[src/rtl/wb_buffer_pkg.sv]
// Shared definitions for the dcache write-back buffer: drain FSM state
// encodings, AXI burst encodings and a pointer-width helper.
package wb_buffer_pkg;

  typedef enum logic [1:0] {
    WB_IDLE  = 2'd0,
    WB_REQ   = 2'd1,
    WB_DATA  = 2'd2,
    WB_WAITB = 2'd3
  } wb_state_t;

  localparam logic [1:0] AXBURST_INCR = 2'b01;
  localparam logic [2:0] AXSIZE_4B    = 3'b010;

  // Index width that stays at least one bit for single-entry structures.
  function automatic int idx_w(input int n);
    return (n > 1) ? $clog2(n) : 1;
  endfunction

endpackage

[src/rtl/wb_entry_array.sv]
// Dirty-line storage for the write-back buffer, with head-word readout for
// the drain burst and a combinational youngest-match lookup over valid entries.
module wb_entry_array
  import wb_buffer_pkg::*;
#(
  parameter int WB_DEPTH   = 2,
  parameter int LINE_WORDS = 8,
  parameter int PTR_W      = 1,
  parameter int CNT_W      = 2,
  parameter int BEAT_W     = 3
) (
  input  logic                    clk,
  input  logic                    wr_en,
  input  logic [PTR_W-1:0]        wr_ptr,
  input  logic [31:0]             wr_addr,
  input  logic [32*LINE_WORDS-1:0] wr_line,
  input  logic [PTR_W-1:0]        head,
  input  logic [CNT_W-1:0]        count,
  input  logic [BEAT_W-1:0]       beat,
  output logic [31:0]             head_addr,
  output logic [31:0]             head_word,
  input  logic [31:0]             lk_addr,
  output logic                    lk_match,
  output logic [31:0]             lk_word
);

  localparam int OFF_W = $clog2(4 * LINE_WORDS);

  logic [31:0]                  addr_q [WB_DEPTH];
  logic [LINE_WORDS-1:0][31:0]  line_q [WB_DEPTH];
  logic [OFF_W-3:0]             lk_widx;
  logic                         unused_lk;
  int                           age;
  int                           best_age;

  always_ff @(posedge clk) begin
    if (wr_en) begin
      addr_q[wr_ptr] <= wr_addr;
      line_q[wr_ptr] <= wr_line;
    end
  end

  assign head_addr = addr_q[head];
  assign head_word = line_q[head][beat];
  assign lk_widx   = lk_addr[OFF_W-1:2];
  assign unused_lk = ^lk_addr[1:0];

  // Age is the distance from head; the largest matching age is the youngest entry.
  always_comb begin
    lk_match = 1'b0;
    lk_word  = '0;
    best_age = 0;
    age      = 0;
    for (int i = 0; i < WB_DEPTH; i++) begin
      age = i - int'(head);
      if (age < 0) age = age + WB_DEPTH;
      if (age < int'(count) &&
          addr_q[i][31:OFF_W] == lk_addr[31:OFF_W] &&
          (!lk_match || age > best_age)) begin
        lk_match = 1'b1;
        best_age = age;
        lk_word  = line_q[i][lk_widx];
      end
    end
  end

endmodule

[src/rtl/wb_buffer.sv]
// Write-back buffer between dcache evictions and the AXI write path: circular
// FIFO of dirty lines drained one INCR burst at a time. Build macro
// WB_FORWARD_EN selects read forwarding; otherwise matching reads get lk_conflict.
module wb_buffer
  import wb_buffer_pkg::*;
#(
  parameter int WB_DEPTH   = 2,
  parameter int LINE_WORDS = 8
) (
  input  logic                     clk,
  input  logic                     rst,
  input  logic                     wb_req,
  input  logic [31:0]              wb_addr,
  input  logic [32*LINE_WORDS-1:0] wb_line,
  output logic                     wb_full,
  output logic                     wb_empty,
  input  logic [31:0]              lk_addr,
  output logic                     lk_hit,
  output logic [31:0]              lk_data,
  output logic                     lk_conflict,
  output logic                     cache_ce,
  output logic                     cache_wen,
  output logic [31:0]              cache_waddr,
  output logic [31:0]              cache_wdata,
  output logic                     cache_wvalid,
  output logic                     cache_wlast,
  output logic [3:0]               cache_sel,
  output logic [7:0]               cachew_burst_length,
  output logic [1:0]               cache_burst_type,
  output logic [2:0]               cache_burst_size,
  input  logic                     wdata_resp,
  input  logic                     wr_done
);

  localparam int PTR_W  = idx_w(WB_DEPTH);
  localparam int BEAT_W = idx_w(LINE_WORDS);
  localparam int CNT_W  = $clog2(WB_DEPTH + 1);
  localparam logic [CNT_W-1:0]  DEPTH_C   = CNT_W'(WB_DEPTH);
  localparam logic [PTR_W-1:0]  PTR_LAST  = PTR_W'(WB_DEPTH - 1);
  localparam logic [BEAT_W-1:0] BEAT_LAST = BEAT_W'(LINE_WORDS - 1);

  wb_state_t          state, state_next;
  logic [PTR_W-1:0]   head, tail;
  logic [CNT_W-1:0]   count, count_next;
  logic [BEAT_W-1:0]  beat;
  logic               push, pop, beat_acc;
  logic [31:0]        head_addr, head_word, lk_word;
  logic               lk_match;

  assign push     = wb_req && !wb_full;
  assign pop      = (state == WB_WAITB) && wr_done;
  assign beat_acc = (state == WB_DATA) && wdata_resp;

  always_comb begin
    count_next = count;
    if (push && !pop)      count_next = count + CNT_W'(1);
    else if (pop && !push) count_next = count - CNT_W'(1);
  end

  // Flags are registered from the next count so they always match count.
  always_ff @(posedge clk or posedge rst) begin
    if (rst) begin
      head     <= '0;
      tail     <= '0;
      count    <= '0;
      beat     <= '0;
      wb_full  <= 1'b0;
      wb_empty <= 1'b1;
    end else begin
      count    <= count_next;
      wb_full  <= (count_next == DEPTH_C);
      wb_empty <= (count_next == '0);
      if (push) tail <= (tail == PTR_LAST) ? '0 : tail + PTR_W'(1);
      if (pop)  head <= (head == PTR_LAST) ? '0 : head + PTR_W'(1);
      if (pop)           beat <= '0;
      else if (beat_acc) beat <= (beat == BEAT_LAST) ? '0 : beat + BEAT_W'(1);
    end
  end

  always_ff @(posedge clk or posedge rst) begin
    if (rst) state <= WB_IDLE;
    else     state <= state_next;
  end

  always_comb begin
    state_next          = state;
    cache_ce            = 1'b0;
    cache_wen           = 1'b0;
    cache_waddr         = '0;
    cachew_burst_length = '0;
    cache_wvalid        = 1'b0;
    cache_wlast         = 1'b0;
    cache_wdata         = '0;
    cache_sel           = '0;
    case (state)
      WB_IDLE: if (!wb_empty) state_next = WB_REQ;
      WB_REQ: begin
        cache_ce            = 1'b1;
        cache_wen           = 1'b1;
        cache_waddr         = head_addr;
        cachew_burst_length = 8'(LINE_WORDS - 1);
        state_next          = WB_DATA;
      end
      WB_DATA: begin
        cache_wvalid = 1'b1;
        cache_sel    = 4'hF;
        cache_wdata  = head_word;
        cache_wlast  = (beat == BEAT_LAST);
        if (wdata_resp && beat == BEAT_LAST) state_next = WB_WAITB;
      end
      WB_WAITB: if (wr_done) state_next = WB_IDLE;
      default: state_next = WB_IDLE;
    endcase
  end

  assign cache_burst_type = AXBURST_INCR;
  assign cache_burst_size = AXSIZE_4B;

  wb_entry_array #(
    .WB_DEPTH  (WB_DEPTH),
    .LINE_WORDS(LINE_WORDS),
    .PTR_W     (PTR_W),
    .CNT_W     (CNT_W),
    .BEAT_W    (BEAT_W)
  ) u_entries (
    .clk      (clk),
    .wr_en    (push),
    .wr_ptr   (tail),
    .wr_addr  (wb_addr),
    .wr_line  (wb_line),
    .head     (head),
    .count    (count),
    .beat     (beat),
    .head_addr(head_addr),
    .head_word(head_word),
    .lk_addr  (lk_addr),
    .lk_match (lk_match),
    .lk_word  (lk_word)
  );

`ifdef WB_FORWARD_EN
  assign lk_hit      = lk_match;
  assign lk_data     = lk_word;
  assign lk_conflict = 1'b0;
`else
  logic unused_fwd;
  assign lk_hit      = 1'b0;
  assign lk_data     = '0;
  assign lk_conflict = lk_match;
  assign unused_fwd  = ^lk_word;
`endif

endmodule

[config.mk]
export PLATFORM = sky130hd
export DESIGN_NAME = wb_buffer
export DESIGN_NICKNAME = d
export VERILOG_FILES = /design/src/rtl/wb_buffer_pkg.sv /design/src/rtl/wb_entry_array.sv /design/src/rtl/wb_buffer.sv
export SDC_FILE = /design/constraint.sdc
export NUM_CORES = 1
export LEC_CHECK = 0
export BUFFER_PORTS_ARGS = -buffer_cell sky130_fd_sc_hd__buf_2
export CELL_PAD_IN_SITES_DETAIL_PLACEMENT = 0
export CELL_PAD_IN_SITES_GLOBAL_PLACEMENT = 1
export CORE_ASPECT_RATIO = 1.5
export CORE_UTILIZATION = 40
export CTS_BUF_LIST = sky130_fd_sc_hd__clkbuf_16
export CTS_CLUSTER_SIZE = 12
export DETAILED_ROUTE_END_ITERATION = 16
export PLACE_DENSITY = 0.67
export SLEW_MARGIN = 15
export SYNTH_ARGS = -nofsm -noshare
export SYNTH_HDL_FRONTEND = slang
export SYNTH_SLANG_ARGS = --single-unit
[constraint.sdc]
create_clock -name clk -period 38.9 [get_ports clk]
set_input_delay 1.945 -clock clk [delete_from_list [all_inputs] [get_ports clk]]
set_output_delay 1.945 -clock clk [all_outputs]
set_load 0.01 [all_outputs]
After elaboration in Yosys (flattened, before gate mapping)

Memories as Yosys holds them, arrays and structs flattened.
Index checks and enable logic that the tools add are counted.

Multiply operators: 0
Add/sub/neg operators: 9
Reduce and logical (&&, ||, !) cells: 18
Eq/ne operators: 10
Divide/modulo/power cells: 0
Mux-type cells: 27
$lt $le $gt $ge: 6
Shift-type cells: 0
Bitwise logic cells: 0

Operators by type and width:

| operator                                                    | count |
|---|---|
| 2-to-1 mux 32 bit                                           | 6 |
| binary-select mux 32 bit (select 3 bit)                     | 1 |
| adder 32 x 3 -> 32 bit, second input constant               | 2 |
| less-than comparator 32 x 1 -> 1 bit, second input constant | 2 |
| less-than comparator 32 x 3 -> 1 bit                        | 2 |
| == test 27 bit                                              | 2 |
| > comparator 32 bit                                         | 1 |
| 2-to-1 mux 3 bit                                            | 4 |
| 2-to-1 mux 2 bit                                            | 5 |
| logical AND 1 bit                                           | 9 |
| 2-to-1 mux 1 bit                                            | 9 |
| one-hot mux 2 bit (4 select lines)                          | 1 |
| == test 2 bit, second input constant                        | 3 |
| logical NOT 1 bit                                           | 4 |
| logical NOT 2 bit                                           | 2 |
| less-than comparator 3 x 4 -> 1 bit, second input constant  | 1 |
| 2-to-1 mux 4 bit                                            | 1 |
| inequality test 2 bit, second input constant                | 2 |
| subtractor 1 x 1 -> 2 bit, first input constant             | 2 |
| adder 3 x 1 -> 3 bit, second input constant                 | 1 |
| == test 3 bit, second input constant                        | 1 |
| AND reduction 3 bit                                         | 1 |
| adder 1 bit, second input constant                          | 2 |
| adder 2 x 1 -> 2 bit, second input constant                 | 1 |
| other kinds (5)                                             | 5 |

Memories: 2
RAM bits: 576
Output and inout bits: 121
Bits in read-only memories: 0
Bits in latches: 0
Logic and storage cells: 79
Bits in registers: 11

Memories:

| name             | depth | bits a word | read ports | clocked after memory_dff | wr ports | line                 | RTL |
|---|---|---|---|---|---|---|---|
| u_entries.line_q | 2     | 256         | 1          | 0                        | 1        | wb_entry_array.sv:30 | `logic [LINE_WORDS-1:0][31:0] line_q [WB_DEPTH];` |
| u_entries.addr_q | 2     | 32          | 3          | 0                        | 1        | wb_entry_array.sv:29 | `logic [31:0] addr_q [WB_DEPTH];` |

Longest topological paths before layout

Depth in word-level cells: 10
Gate-level depth with buffers: 8
Mapped depth without buffers: 6

Hierarchy

From an unflattened synthesis, not the netlist that was laid out.

Cell total of the unflattened synthesis: 1335
Area, all modules: 27566.4 µm²

By module, submodules not included:

| module         | instances | area an instance (µm²) | cells an instance |
|---|---|---|---|
| wb_entry_array | 1         | 26150.1                | 1157 |
| wb_buffer      | 1         | 1416.4                 | 178 |

Least setup slack after synthesis

No wires, ideal clock.

Path type: in2reg
Start point: input port wb_req
End point: memory u_entries.addr_q[0][0] (enable)
Stages: 2
Setup time: 0.977 ns
Setup slack: 23.001 ns
Arrival: 14.921 ns
Data required time: 37.923 ns
Buffers on the path: 0
Cells stage by stage: nor2b_1 nor2b_1

Cells in the longest elaborated chain, start to end: 3

RTL lines:

| what                                   | line                 | RTL |
|---|---|---|
| start: declaration                     | wb_buffer.sv:12      | `input logic wb_req,` |
| logical AND 1 bit                      | wb_buffer.sv:50      | `assign push = wb_req && !wb_full;` |
| 2-to-1 mux 1 bit                       | wb_entry_array.sv:37 | `if (wr_en) begin` |
| 2-to-1 mux 1 bit (not written as such) | wb_entry_array.sv:38 | `addr_q[wr_ptr] <= wr_addr;` |
| end: declaration                       | wb_entry_array.sv:29 |  |

No other way between the ends.

Final worst setup path

Start point: register head
End point: output port cache_wdata[1]

Cells in the longest elaborated chain, start to end: 4

RTL lines:

| what                                    | line                 | RTL |
|---|---|---|
| start: declaration                      | wb_buffer.sv:43      | `logic [PTR_W-1:0] head, tail;` |
| start signal: assignment                | wb_buffer.sv:74      | `if (pop) head <= (head == PTR_LAST) ? '0 : head + PTR_W'(1);` |
| memory (2 x 256 bit)                    | --                   |  |
| binary-select mux 32 bit (select 3 bit) | wb_entry_array.sv:44 | `assign head_word = line_q[head][beat];` |
| 2-to-1 mux 32 bit (not written as such) | wb_entry_array.sv:44 |  |
| 2-to-1 mux 32 bit                       | wb_buffer.sv:95      | `case (state)` |
| end: declaration                        | wb_buffer.sv:24      | `output logic [31:0] cache_wdata,` |

No other way between the ends. The select of a mux whose other input is x is not followed.

==> flow_summary.toml <==
[die]
core_area_sq_mm = 0.05824
fp.dieH_microns = 300.1
fp.dieW_microns = 200.7
initial_core_util_pct = 40.69
ios = 446
die_area_sq_mm = 0.06024
fp-row-count = 108

[clocking]
cts-root-buf = "clkbuf_16"
cts-resized-gates = 0
ctsHtreeMaxLevel = 2
postCtsSetupBuffers = 0
cts_buffers = 58
clk_pin_slew_ps = 60
tritoncts = "built"
cts_buffer_depth = 3
cts.sinks = 587
clock_latency_ps = 620
ctsHoldBuffers = 0

[detailed_routing]
drt_iter0_markers = 568
drc = 0
finalWirelength_microns = 58360
vias = 12580
first_pass_iters = 5
viasPerCell = 5.138
ant_nets = 0
wl_per_cell_microns = 23.83

[global_route]
gr-total-overflow = 0
grt.met3_usage_pct = 6.124
grtUsageMet1_pct = 19.00
grt_pass1_vias = 13340
top_usage_layer = "met2"
gr-usage-met2_pct = 36.19
antenna_found_initial = 23
grtUsageTotal_pct = 19.05
grt_pass1_wl_microns = 83360
grt_max_degree = 189

[placement]
place_area_sq_mm = 0.02622
pre_cts_ws_ps = 33320
port_buffers = 397
gp_congestion = 0.8624
dpl.cell_count = 2353
dp_hpwl_microns = 39820

[finish]
final_cell_mix = "edfxtp_1, buf_2, mux2i_1"
layout.area.seq_sq_mm = 0.01758
fin_area_sq_mm = 0.02789
nNetsFinal = 1974
layout_commonest_cell = "edfxtp_1"
multi_input_area_sq_mm = 0.005519
fillers = 5002
syn2layout_area_growth_pct = 17.69
finalNonFillerCells = 2449
layout-drive-gt1-share_pct = 33.83

[worst_setup_path]
startpoint_type = "flip-flop"
critPathCaptureType = "output port"
cp_slowest_cell = "dfrtp_4"
worst-path-max-fanout = 83
path_class = "flip-flop to output port"
crit_path_cell_trace = "buf_12 > nor2b_4 > buf_4 > a221oi_1 > o21ai_1 > o21ai_0 > buf_2"
worstPathRequired_ps = 36950
crit_path_max_incr_delay_ps = 850
worst_ep_arrival_time_ps = 3920
worstRegToRegCells = 4

[yosys]
synth.area.mux_share_pct = 13.62
netlist_area_sq_mm = 0.02370
yosysSeqAreaShare_pct = 74.15
synth_warnings = 0
synth-simple-area-share_pct = 3.062
synthAdderAreaFrac_pct = 0.3168
synth_top_family_by_area = "multiplexers"
synth-seq-cells = 587
synthArstFlopShare_pct = 1.874
synth_xor_area_share_pct = 2.143
synth-compound-area-share_pct = 3.347
synth.distinct_cells = 47
synth_cells = 1239
synth_edf_count = 576
avgSynthCellArea_sq_um = 19.13
synth_flop_cell = "edfxtp_1"

[sta]
rsz0062_at_grt = "false"
tightestPinTransition_ps = 1190
post-route-period-util_pct = 15.09
finalSetupViolCount = 0
hold_viol = 0
drv_slew = 0
relSlewSlack_pct = 20.69
max_freq_ghz = 0.1704
timing.final.ws_setup_ps = 33030
fin_crit_ps = 5869
tns_ps = 0
clock_skew_ps = 26.93

[power]
ir_drop_mv = 0.04286
p_clk_share_pct = 25.7
p_int_mw = 1.339
seqPwrFrac_pct = 46.9
p_sw_mw = 0.6027
finalPower_mw = 1.942
swShare_pct = 31.03
cellLeakagePower_nw = 10.11
p_per_area_mw_per_mm2 = 69.63
pwr-share-comb_pct = 27.4

[job]
maxCapViolations = 0

[hold_path]
min_path_cells = 1
hp-class = "flip-flop to flip-flop"

[outcome]
outcome = "finished clean"
==> area by class of cell <==
cell class	count	area share, %
clock inverters	29	0.6998
flip-flops and latches	587	63.05
repair buffers	414	7.671
inverters	4	0.05383
diodes	9	0.08075
well taps	770	3.454
multi-input cells	578	19.79
clock buffers	58	5.204
==> cells by family after synthesis <==
kind of cell | count (synthesis)
other | 2
xor gates and xnor gates | 58
AOI/OAI and AO/OA | 116
muxes | 225
adders and majority gates | 6
buffers and inverters | 115
DFF | 587
and+or+nand+nor | 130
==> metal layers <==
layer / up-vias / part of all wire, %
met1: 6281 / 34
met2: 477 / 55
met5: - / 0.30
li1: 5681 / -
met3: 117 / 7.3
met4: 28 / 3.2
==> worst max-delay path: cells and delay by family (launching register included) <==
family / cells / cell delay, ps
DFF: 1 / 850
buffers and inverters: 3 / 1140
and+or+nand+nor: 1 / 270
AOI/OAI and AO/OA: 3 / 770
==> synthesized netlist by cell type, types with 3 or more instances <==
library cell	number	area, sq um
buf_2	22	110.1
edfxtp_1	576	17300
a22oi_1	18	135.1
nor4_1	11	68.82
inv_1	3	11.26
mux4_2	70	1577
o21ai_0	22	110.1
ha_1	6	75.07
buf_4	63	473.0
mux2i_1	147	1471
xor2_1	45	394.1
o31ai_1	3	22.52
a221o_1	3	30.03
a21oi_1	11	55.05
mux4_1	6	157.7
and2_1	5	31.28
o2111ai_1	12	105.1
o21ai_1	18	90.09
buf_6	8	90.09
a221oi_1	19	166.4
clkbuf_1	15	56.30
nor2b_1	46	287.8
xnor2_1	13	113.9
dfrtp_1	10	250.2
nor4b_1	3	26.28
a211oi_1	6	45.04
nand3_1	19	95.09
nand4_1	4	25.02
nand2_1	30	112.6
==> power groups by stage <==
stage | registers (mW) | clock network (mW) | logic [mW]
after floorplan | 0.945 | 0 | 0.395
after global placement | 0.918 | 0 | 0.542
after detailed placement | 0.926 | 0 | 0.549
after CTS | 0.913 | 0.515 | 0.550
after global routing | 0.923 | 0.536 | 0.577
final | 0.911 | 0.499 | 0.532
==> final timing paths <==
check / start / endpoint / slack [ps]
max: head$_DFFE_PP0P_ / cache_wdata[1] / 33030
min: tail$_DFFE_PP0P_ / tail$_DFFE_PP0P_ / 550
max reg2reg: wb_full$_DFF_PP0_ / u_entries.line_q[0][202]$_DFFE_PP_ / 35140
min reg2reg: tail$_DFFE_PP0P_ / tail$_DFFE_PP0P_ / 550
max in group asynchronous: rst / head$_DFFE_PP0P_ / 37230
min in group asynchronous: rst / state[1]$_DFFE_PP0P_ / 1320
==> per-stage QoR <==
step / util [%] / hold WS, ps
final: 47.89 / 554.4
after global routing: 47.87 / 586.5
after CTS: 47.85 / 548.0
after detailed placement: 45.02 / 538.6
after global placement: 45.02 / 530.5
after floorplan: - / 455.5
==> state kept, by name (all words and copies together), names as in the netlist <==
name,flops
head,1
wb_full,1
state,2
tail,1
wb_empty,1
u_entries.line_q,512
beat,3
u_entries.addr_q,64
count,2
Note: power is estimated with default switching activity, not from simulation.
